## config.mk

```make
export PLATFORM = sky130hd
export DESIGN_NAME = switch_debounce_flat
export DESIGN_NICKNAME = d
export VERILOG_FILES = /design/src/rtl/switch_debounce_pkg.sv /design/src/rtl/switch_debounce_if.sv /design/src/rtl/debounce_bit.sv /design/src/rtl/switch_debounce.sv /design/src/flat_wrapper.sv
export SDC_FILE = /design/constraint.sdc
export NUM_CORES = 1
export LEC_CHECK = 0
export BUFFER_PORTS_ARGS = -buffer_cell sky130_fd_sc_hd__buf_2
export CAP_MARGIN = 30
export CORE_MARGIN = 2
export CORE_UTILIZATION = 55
export DETAILED_ROUTE_END_ITERATION = 10
export PLACE_DENSITY = 0.72
export SLEW_MARGIN = 5
export SYNTH_ARGS = -nofsm -noshare
export SYNTH_HDL_FRONTEND = slang
export SYNTH_SLANG_ARGS = --single-unit
```

## constraint.sdc

```tcl
create_clock -name clk -period 2.4 [get_ports clk]
set_clock_uncertainty 0.15 [all_clocks]
set_input_delay 0.12 -clock clk [delete_from_list [all_inputs] [get_ports clk]]
set_output_delay 0.12 -clock clk [all_outputs]
set_load 0.05 [all_outputs]
```

## src/rtl/switch_debounce_pkg.sv

```systemverilog
// Shared types and defaults for the 8-bit switch debouncer.
// Latency SYNC_STAGES + DEBOUNCE_CYCLES edges; no backpressure (free-running sampler).
package switch_debounce_pkg;

  localparam int unsigned SW_WIDTH            = 8;
  localparam int unsigned DEF_DEBOUNCE_CYCLES = 50000;
  localparam int unsigned DEF_SYNC_STAGES     = 2;

  typedef enum logic {
    STABLE   = 1'b0,
    COUNTING = 1'b1
  } deb_state_t;

endpackage

```

## src/rtl/switch_debounce_if.sv

```systemverilog
// Switch bundle between board pins, debouncer and peripheral; irq signals exist only with SWITCH_IRQ_EN.
// master = debouncer side, slave = consumer/driver side.
interface switch_debounce_if;
  import switch_debounce_pkg::*;

  logic [SW_WIDTH-1:0] sw_raw;
  logic [SW_WIDTH-1:0] switch;
  logic [SW_WIDTH-1:0] sw_changed;
`ifdef SWITCH_IRQ_EN
  logic                irq_en;
  logic                irq_clr;
  logic                irq;

  modport master (
    input  sw_raw,
    input  irq_en,
    input  irq_clr,
    output switch,
    output sw_changed,
    output irq
  );

  modport slave (
    output sw_raw,
    output irq_en,
    output irq_clr,
    input  switch,
    input  sw_changed,
    input  irq
  );
`else
  modport master (
    input  sw_raw,
    output switch,
    output sw_changed
  );

  modport slave (
    output sw_raw,
    input  switch,
    input  sw_changed
  );
`endif

endinterface

```

## src/rtl/debounce_bit.sv

```systemverilog
// One switch bit: SYNC_STAGES synchronizer, STABLE/COUNTING FSM and saturating-free counter.
// Accepts a level only after DEBOUNCE_CYCLES consecutive differing samples; no backpressure.
module debounce_bit
  import switch_debounce_pkg::*;
#(
  parameter int unsigned DEBOUNCE_CYCLES = DEF_DEBOUNCE_CYCLES,
  parameter int unsigned SYNC_STAGES     = DEF_SYNC_STAGES
) (
  input  logic clk,
  input  logic reset,
  input  logic raw,
  output logic switch,
  output logic changed
);

  localparam int unsigned   CW      = $clog2(DEBOUNCE_CYCLES + 1);
  localparam logic [CW-1:0] CNT_MAX = CW'(DEBOUNCE_CYCLES);

  logic [SYNC_STAGES-1:0] sync_q;
  logic                   sync;
  logic [CW-1:0]          cnt;
  deb_state_t             state;

  assign sync = sync_q[SYNC_STAGES-1];

  always_ff @(posedge clk or negedge reset) begin
    if (!reset) begin
      sync_q <= '0;
    end else begin
      sync_q <= {sync_q[SYNC_STAGES-2:0], raw};
    end
  end

  // Counter reaching CNT_MAX means CNT_MAX consecutive differing samples have been seen.
  always_ff @(posedge clk or negedge reset) begin
    if (!reset) begin
      state   <= STABLE;
      cnt     <= '0;
      switch  <= 1'b0;
      changed <= 1'b0;
    end else begin
      changed <= 1'b0;
      case (state)
        STABLE: begin
          if (sync != switch) begin
            state <= COUNTING;
            cnt   <= CW'(1);
          end
        end
        COUNTING: begin
          if (sync == switch) begin
            state <= STABLE;
            cnt   <= '0;
          end else if (cnt == CNT_MAX) begin
            state   <= STABLE;
            cnt     <= '0;
            switch  <= sync;
            changed <= 1'b1;
          end else begin
            cnt <= cnt + CW'(1);
          end
        end
        default: begin
          state <= STABLE;
          cnt   <= '0;
        end
      endcase
    end
  end

endmodule

```

## src/rtl/switch_debounce.sv

```systemverilog
// 8-bit switch debouncer: eight independent debounce_bit lanes plus an optional level irq (SWITCH_IRQ_EN).
// Latency SYNC_STAGES + DEBOUNCE_CYCLES edges per bit; no backpressure.
module switch_debounce
  import switch_debounce_pkg::*;
#(
  parameter int unsigned DEBOUNCE_CYCLES = DEF_DEBOUNCE_CYCLES,
  parameter int unsigned SYNC_STAGES     = DEF_SYNC_STAGES
) (
  input  logic               clk,
  input  logic               reset,
  switch_debounce_if.master  bus
);

  logic [SW_WIDTH-1:0] switch_v;
  logic [SW_WIDTH-1:0] changed_v;

  for (genvar i = 0; i < SW_WIDTH; i++) begin : g_bit
    debounce_bit #(
      .DEBOUNCE_CYCLES (DEBOUNCE_CYCLES),
      .SYNC_STAGES     (SYNC_STAGES)
    ) u_bit (
      .clk     (clk),
      .reset   (reset),
      .raw     (bus.sw_raw[i]),
      .switch  (switch_v[i]),
      .changed (changed_v[i])
    );
  end

  assign bus.switch     = switch_v;
  assign bus.sw_changed = changed_v;

`ifdef SWITCH_IRQ_EN
  logic irq_q;

  // Set has priority over clear so an event landing with the clear strobe is not lost.
  always_ff @(posedge clk or negedge reset) begin
    if (!reset) begin
      irq_q <= 1'b0;
    end else if (bus.irq_en && (|changed_v)) begin
      irq_q <= 1'b1;
    end else if (bus.irq_clr) begin
      irq_q <= 1'b0;
    end
  end

  assign bus.irq = irq_q;
`endif

endmodule

```

## src/flat_wrapper.sv

```systemverilog
// flat-port wrapper written by rule: the top's interface ports become plain ports
module switch_debounce_flat import switch_debounce_pkg::*;
#(
  parameter int unsigned DEBOUNCE_CYCLES = DEF_DEBOUNCE_CYCLES,
  parameter int unsigned SYNC_STAGES     = DEF_SYNC_STAGES
)
  (clk, reset, bus_sw_raw, bus_switch, bus_sw_changed);
  switch_debounce_if bus_i ();
  input  logic clk;
  input  logic reset;
  input wire logic [$bits(bus_i.sw_raw)-1:0] bus_sw_raw;
  output wire logic [$bits(bus_i.switch)-1:0] bus_switch;
  output wire logic [$bits(bus_i.sw_changed)-1:0] bus_sw_changed;
  assign bus_i.sw_raw = bus_sw_raw;
  assign bus_switch = bus_i.switch;
  assign bus_sw_changed = bus_i.sw_changed;
  switch_debounce #(.DEBOUNCE_CYCLES(DEBOUNCE_CYCLES), .SYNC_STAGES(SYNC_STAGES)) u_core (.clk(clk), .reset(reset), .bus(bus_i));
endmodule
```

==> results.txt <==
----------------------------------------------------
[Power and ir drop]
  Maximum VDD drop ... 500 uV
  Power density cells ... 601 mW/mm^2
  Leak ... 4.42 nW

[Placement]
  Worst slack, placed ... 0.0963 ns
  Number of buffers added on ports ... 25
  Hpwl dp ... 12.5 mm
  Weighted congestion reported at the end of routability-driven placement ... 0.827
  Placed Instances ... 1,190

[Logic synthesis]
  Post-Syn Instances ... 943
  Unique cell type count in the Yosys netlist ... 68
  Cell with the most instances after synthesis ... sky130_fd_sc_hd__dfrtp_1
  Primary FF master, synth ... sky130_fd_sc_hd__dfrtp_1
  Netlist area before placement ... 0.00880 sq mm
  Area leader, netlist ... sky130_fd_sc_hd__dfrtp_1
  Share of flip-flops with an asynchronous set or reset ... 100%
  Post-synthesis sequential element count ... 168
  EDFF count, synth ... 0
  Share of the yosys chip area belonging to registers ... 47.8%
  Commonest cells post-synth ... 168 x sky130_fd_sc_hd__dfrtp_1, 120 x sky130_fd_sc_hd__nand2_1, 76 x sky130_fd_sc_hd__a31oi_1
  Top post-synthesis cells by area ... sky130_fd_sc_hd__dfrtp_1 48%, sky130_fd_sc_hd__a31oi_1 5.4%, sky130_fd_sc_hd__nand2_1 5.1%
  Syn avg cell area ... 9.34 sq um
  Area share of the largest cell type after synthesis ... 47.8%
  Net Count, Synth ... 969
  Count of synthesis-stage warnings from yosys ... 0

[Global routing]
  Antenna violations before repair ... 0
  Maximum number of pins on one net before global-route repair ... 61
  Global-route wire length before repair ... 31.0 mm
  GR Util All Layers ... 22.5%
  Sum of overflow across all layers after global routing ... 0
  Vias in the first global route ... 6,628

[Clocking]
  Root Driver ... sky130_fd_sc_hd__clkbuf_16
  Later-pin clock latency in the skew report ... 0.43 ns
  Sinks on the clock net ... 168
  Inserted Clock Buffers ... 17
  Post-CTS Setup Inserts ... 0
  CTS clk-pin slew, worst paths ... 0.07 ns
  Max clock buf depth ... 2
  CTS tree ... yes
  H-tree depth ... 4

[Critical path]
  Reg-to-reg critical path startpoint ... u_core.g_bit[5].u_bit.cnt[10]$_DFFE_PN0P_
  Critical-path maximum fanout ... 14
  R2r setup slk ... 0.11 ns
  Critical path arrival ... 2.46 ns
  Crit path capture ... u_core.g_bit[5].u_bit.cnt[3]$_DFFE_PN0P_
  Critical R2R Capture ... u_core.g_bit[5].u_bit.cnt[3]$_DFFE_PN0P_
  Data required, critical path ... 2.57 ns
  Logic depth of the worst register-to-register path ... 6
  Element type at the critical path start ... flip-flop
  Timing startpoint of the critical path ... u_core.g_bit[5].u_bit.cnt[10]$_DFFE_PN0P_
  Critical path class ... reg2reg
  Element type at the critical path end ... flip-flop

[Die]
  Initial standard-cell utilization of the core ... 55.8%
  Area of the core ... 0.0158 sq mm
  Overall die area ... 0.0170 sq mm
  Height of the die ... 131 um
  X dimension of the die ... 131 um
  I/O Pins ... 26
  # rows ... 46

[Drt]
  DRC marker count from the first detailed-route iteration ... 602
  Antenna viol nets, final ... 0
  Routed wirelength normalized by instance count ... 14.7 um
  Total via count in the routed design ... 7,278
  Post-route DRC violation count ... 0
  Routed Wire Length ... 18.1 mm
  DR vias/cell ... 5.91
  Detailed-routing iteration count for the pre-antenna-repair pass ... 5

[STA]
  Slew of the pin with the lowest slew margin ... 0.785 ns
  Final sum of negative setup slack ... 0 ns
  Fmax ... 437 MHz
  WHS ... 0.0353 ns
  Relative slew margins ... 47.5%
  Number of hold violations in the final report ... 0
  Final worst-path cycle share ... 95.4%
  Crit path setup slack, layout ... 0.111 ns
  Max-slew violation total from the final report ... 0
  Unrepaired setup endpoints after global routing ... false
  Number of endpoints failing setup at the final stage ... 0
  Min Tclk post-route ... 2.29 ns

[Layout]
  Layout Cells excl Fill ... 1,232
  Layout area overhead ... 14.1%
  Filler instances ... 1,355
  Net count reported at finish ... 1,029
  Sequential cell area ... 0.00420 sq mm
  Number of antenna cells inserted ... 0
  Fraction of layout cells with a size suffix above 1 ... 14.4%
  Area used by multi-input combinational logic ... 0.00423 sq mm
  Post-layout utilization of the core ... 63.7%

[Flow run]
  Max Cap Viol ... 0

[Status]
  Status ... finished, final reports clean

[Min path]
  Min-delay worst type ... in2async

----------------------------------------------------
[cells by family after synthesis]
kind of cell | Yosys count | share of synthesized area, %
compound gates | 242 | 17.1
xor+xnor | 21 | 2.09
fa+ha+maj | 16 | 2.27
buf+inv | 78 | 4.26
flops | 168 | 47.8
mux | 13 | 1.61
simple gates | 405 | 24.9
[per-stage QoR]
| step | area (sq um) | power (mW) |
|---|---|---|
| after detailed placement | 9370 | 3.42 |
| after floorplan | 8800 | 3.25 |
| after global placement | 9370 | 3.41 |
| after global routing | 10000 | 6.29 |
| after CTS | 10000 | 6.09 |
| final | 10000 | 6.04 |
[layer usage]
metal  GRT usage, %  vias to the layer above  routed length [um]
met5              0                        -                   0
met4           5.44                        0                 133
met3           5.17                       11                 720
met2           34.7                      133                8470
met1           32.6                     3523                8740
li1               -                     3611                   -
[state kept, by name, indices dropped and copies added, names as in the netlist]
name	flops
u_core.g_bit.u_bit.changed	8
u_core.g_bit.u_bit.cnt	128
u_core.g_bit.u_bit.state	8
u_core.g_bit.u_bit.switch	8
u_core.g_bit.u_bit.sync_q	16
[cell type report]
cell class                      instances  share of cell area (%)
Multi-Input combinational cell        697                    42.1
Clock buffer                           21                    4.58
Timing Repair Buffer                   88                    6.49
Sequential cell                       168                    41.8
Tap cell                              216                    2.69
Inverter                               31                    1.16
Clock inverter                         11                    1.13
[what timing repair did]
action,CTS,global route
resized for setup,0,2
hold endpoints to repair,176,0
hold buffers,9,0
endpoints found under the setup margin,0,12
[report_power, final]
group | switching (mW) | internal, mW
clock network | 1.15 | 1.50
registers | 0.0738 | 2.90
logic | 0.264 | 0.143
total | 1.49 | 4.55
[placed cells by master (no fill, tap or decap), types with 11 or more instances in the layout]
| cell | instances |
|---|---|
| sky130_fd_sc_hd__a41oi_1 | 13 |
| sky130_fd_sc_hd__nor4_1 | 11 |
| sky130_fd_sc_hd__a21o_1 | 11 |
| sky130_fd_sc_hd__nor2_1 | 51 |
| sky130_fd_sc_hd__nand2_1 | 120 |
| sky130_fd_sc_hd__clkbuf_16 | 17 |
| sky130_fd_sc_hd__and3_1 | 15 |
| sky130_fd_sc_hd__a31oi_1 | 76 |
| sky130_fd_sc_hd__nand4_1 | 24 |
| sky130_fd_sc_hd__nor3_1 | 25 |
| sky130_fd_sc_hd__nand3_1 | 68 |
| sky130_fd_sc_hd__dfrtp_1 | 168 |
| sky130_fd_sc_hd__inv_1 | 31 |
| sky130_fd_sc_hd__ha_1 | 16 |
| sky130_fd_sc_hd__o21ai_0 | 55 |
| sky130_fd_sc_hd__buf_2 | 24 |
| sky130_fd_sc_hd__or3_1 | 14 |
| sky130_fd_sc_hd__xor2_1 | 14 |
| sky130_fd_sc_hd__buf_4 | 52 |
| sky130_fd_sc_hd__a21oi_1 | 49 |
[worst max-delay path, stage by stage, from the launching register on]
cell and delay [ns]:
sky130_fd_sc_hd__dfrtp_1 0.42, sky130_fd_sc_hd__or4b_1 0.58, sky130_fd_sc_hd__nor4_4 0.36, sky130_fd_sc_hd__nor2_1 0.14
sky130_fd_sc_hd__buf_4 0.21, sky130_fd_sc_hd__o2bb2ai_1 0.14, sky130_fd_sc_hd__a21o_1 0.18
[worst min-delay path by stage]
stage	slack (ns)	to	startpoint
2_1_floorplan	-0.33	u_core.g_bit[0].u_bit.changed$_DFF_PN0_	reset
3_3_place_gp	-0.07	u_core.g_bit[1].u_bit.sync_q[0]$_DFF_PN0_	reset
3_5_place_dp	-0.07	u_core.g_bit[5].u_bit.cnt[9]$_DFFE_PN0P_	reset
4_1_cts	0.03	u_core.g_bit[5].u_bit.cnt[9]$_DFFE_PN0P_	reset
5_1_grt	0.06	u_core.g_bit[5].u_bit.cnt[9]$_DFFE_PN0P_	reset
6_report	0.04	u_core.g_bit[5].u_bit.cnt[9]$_DFFE_PN0P_	reset
No activity file was read; power rests on OpenSTA's default activity.
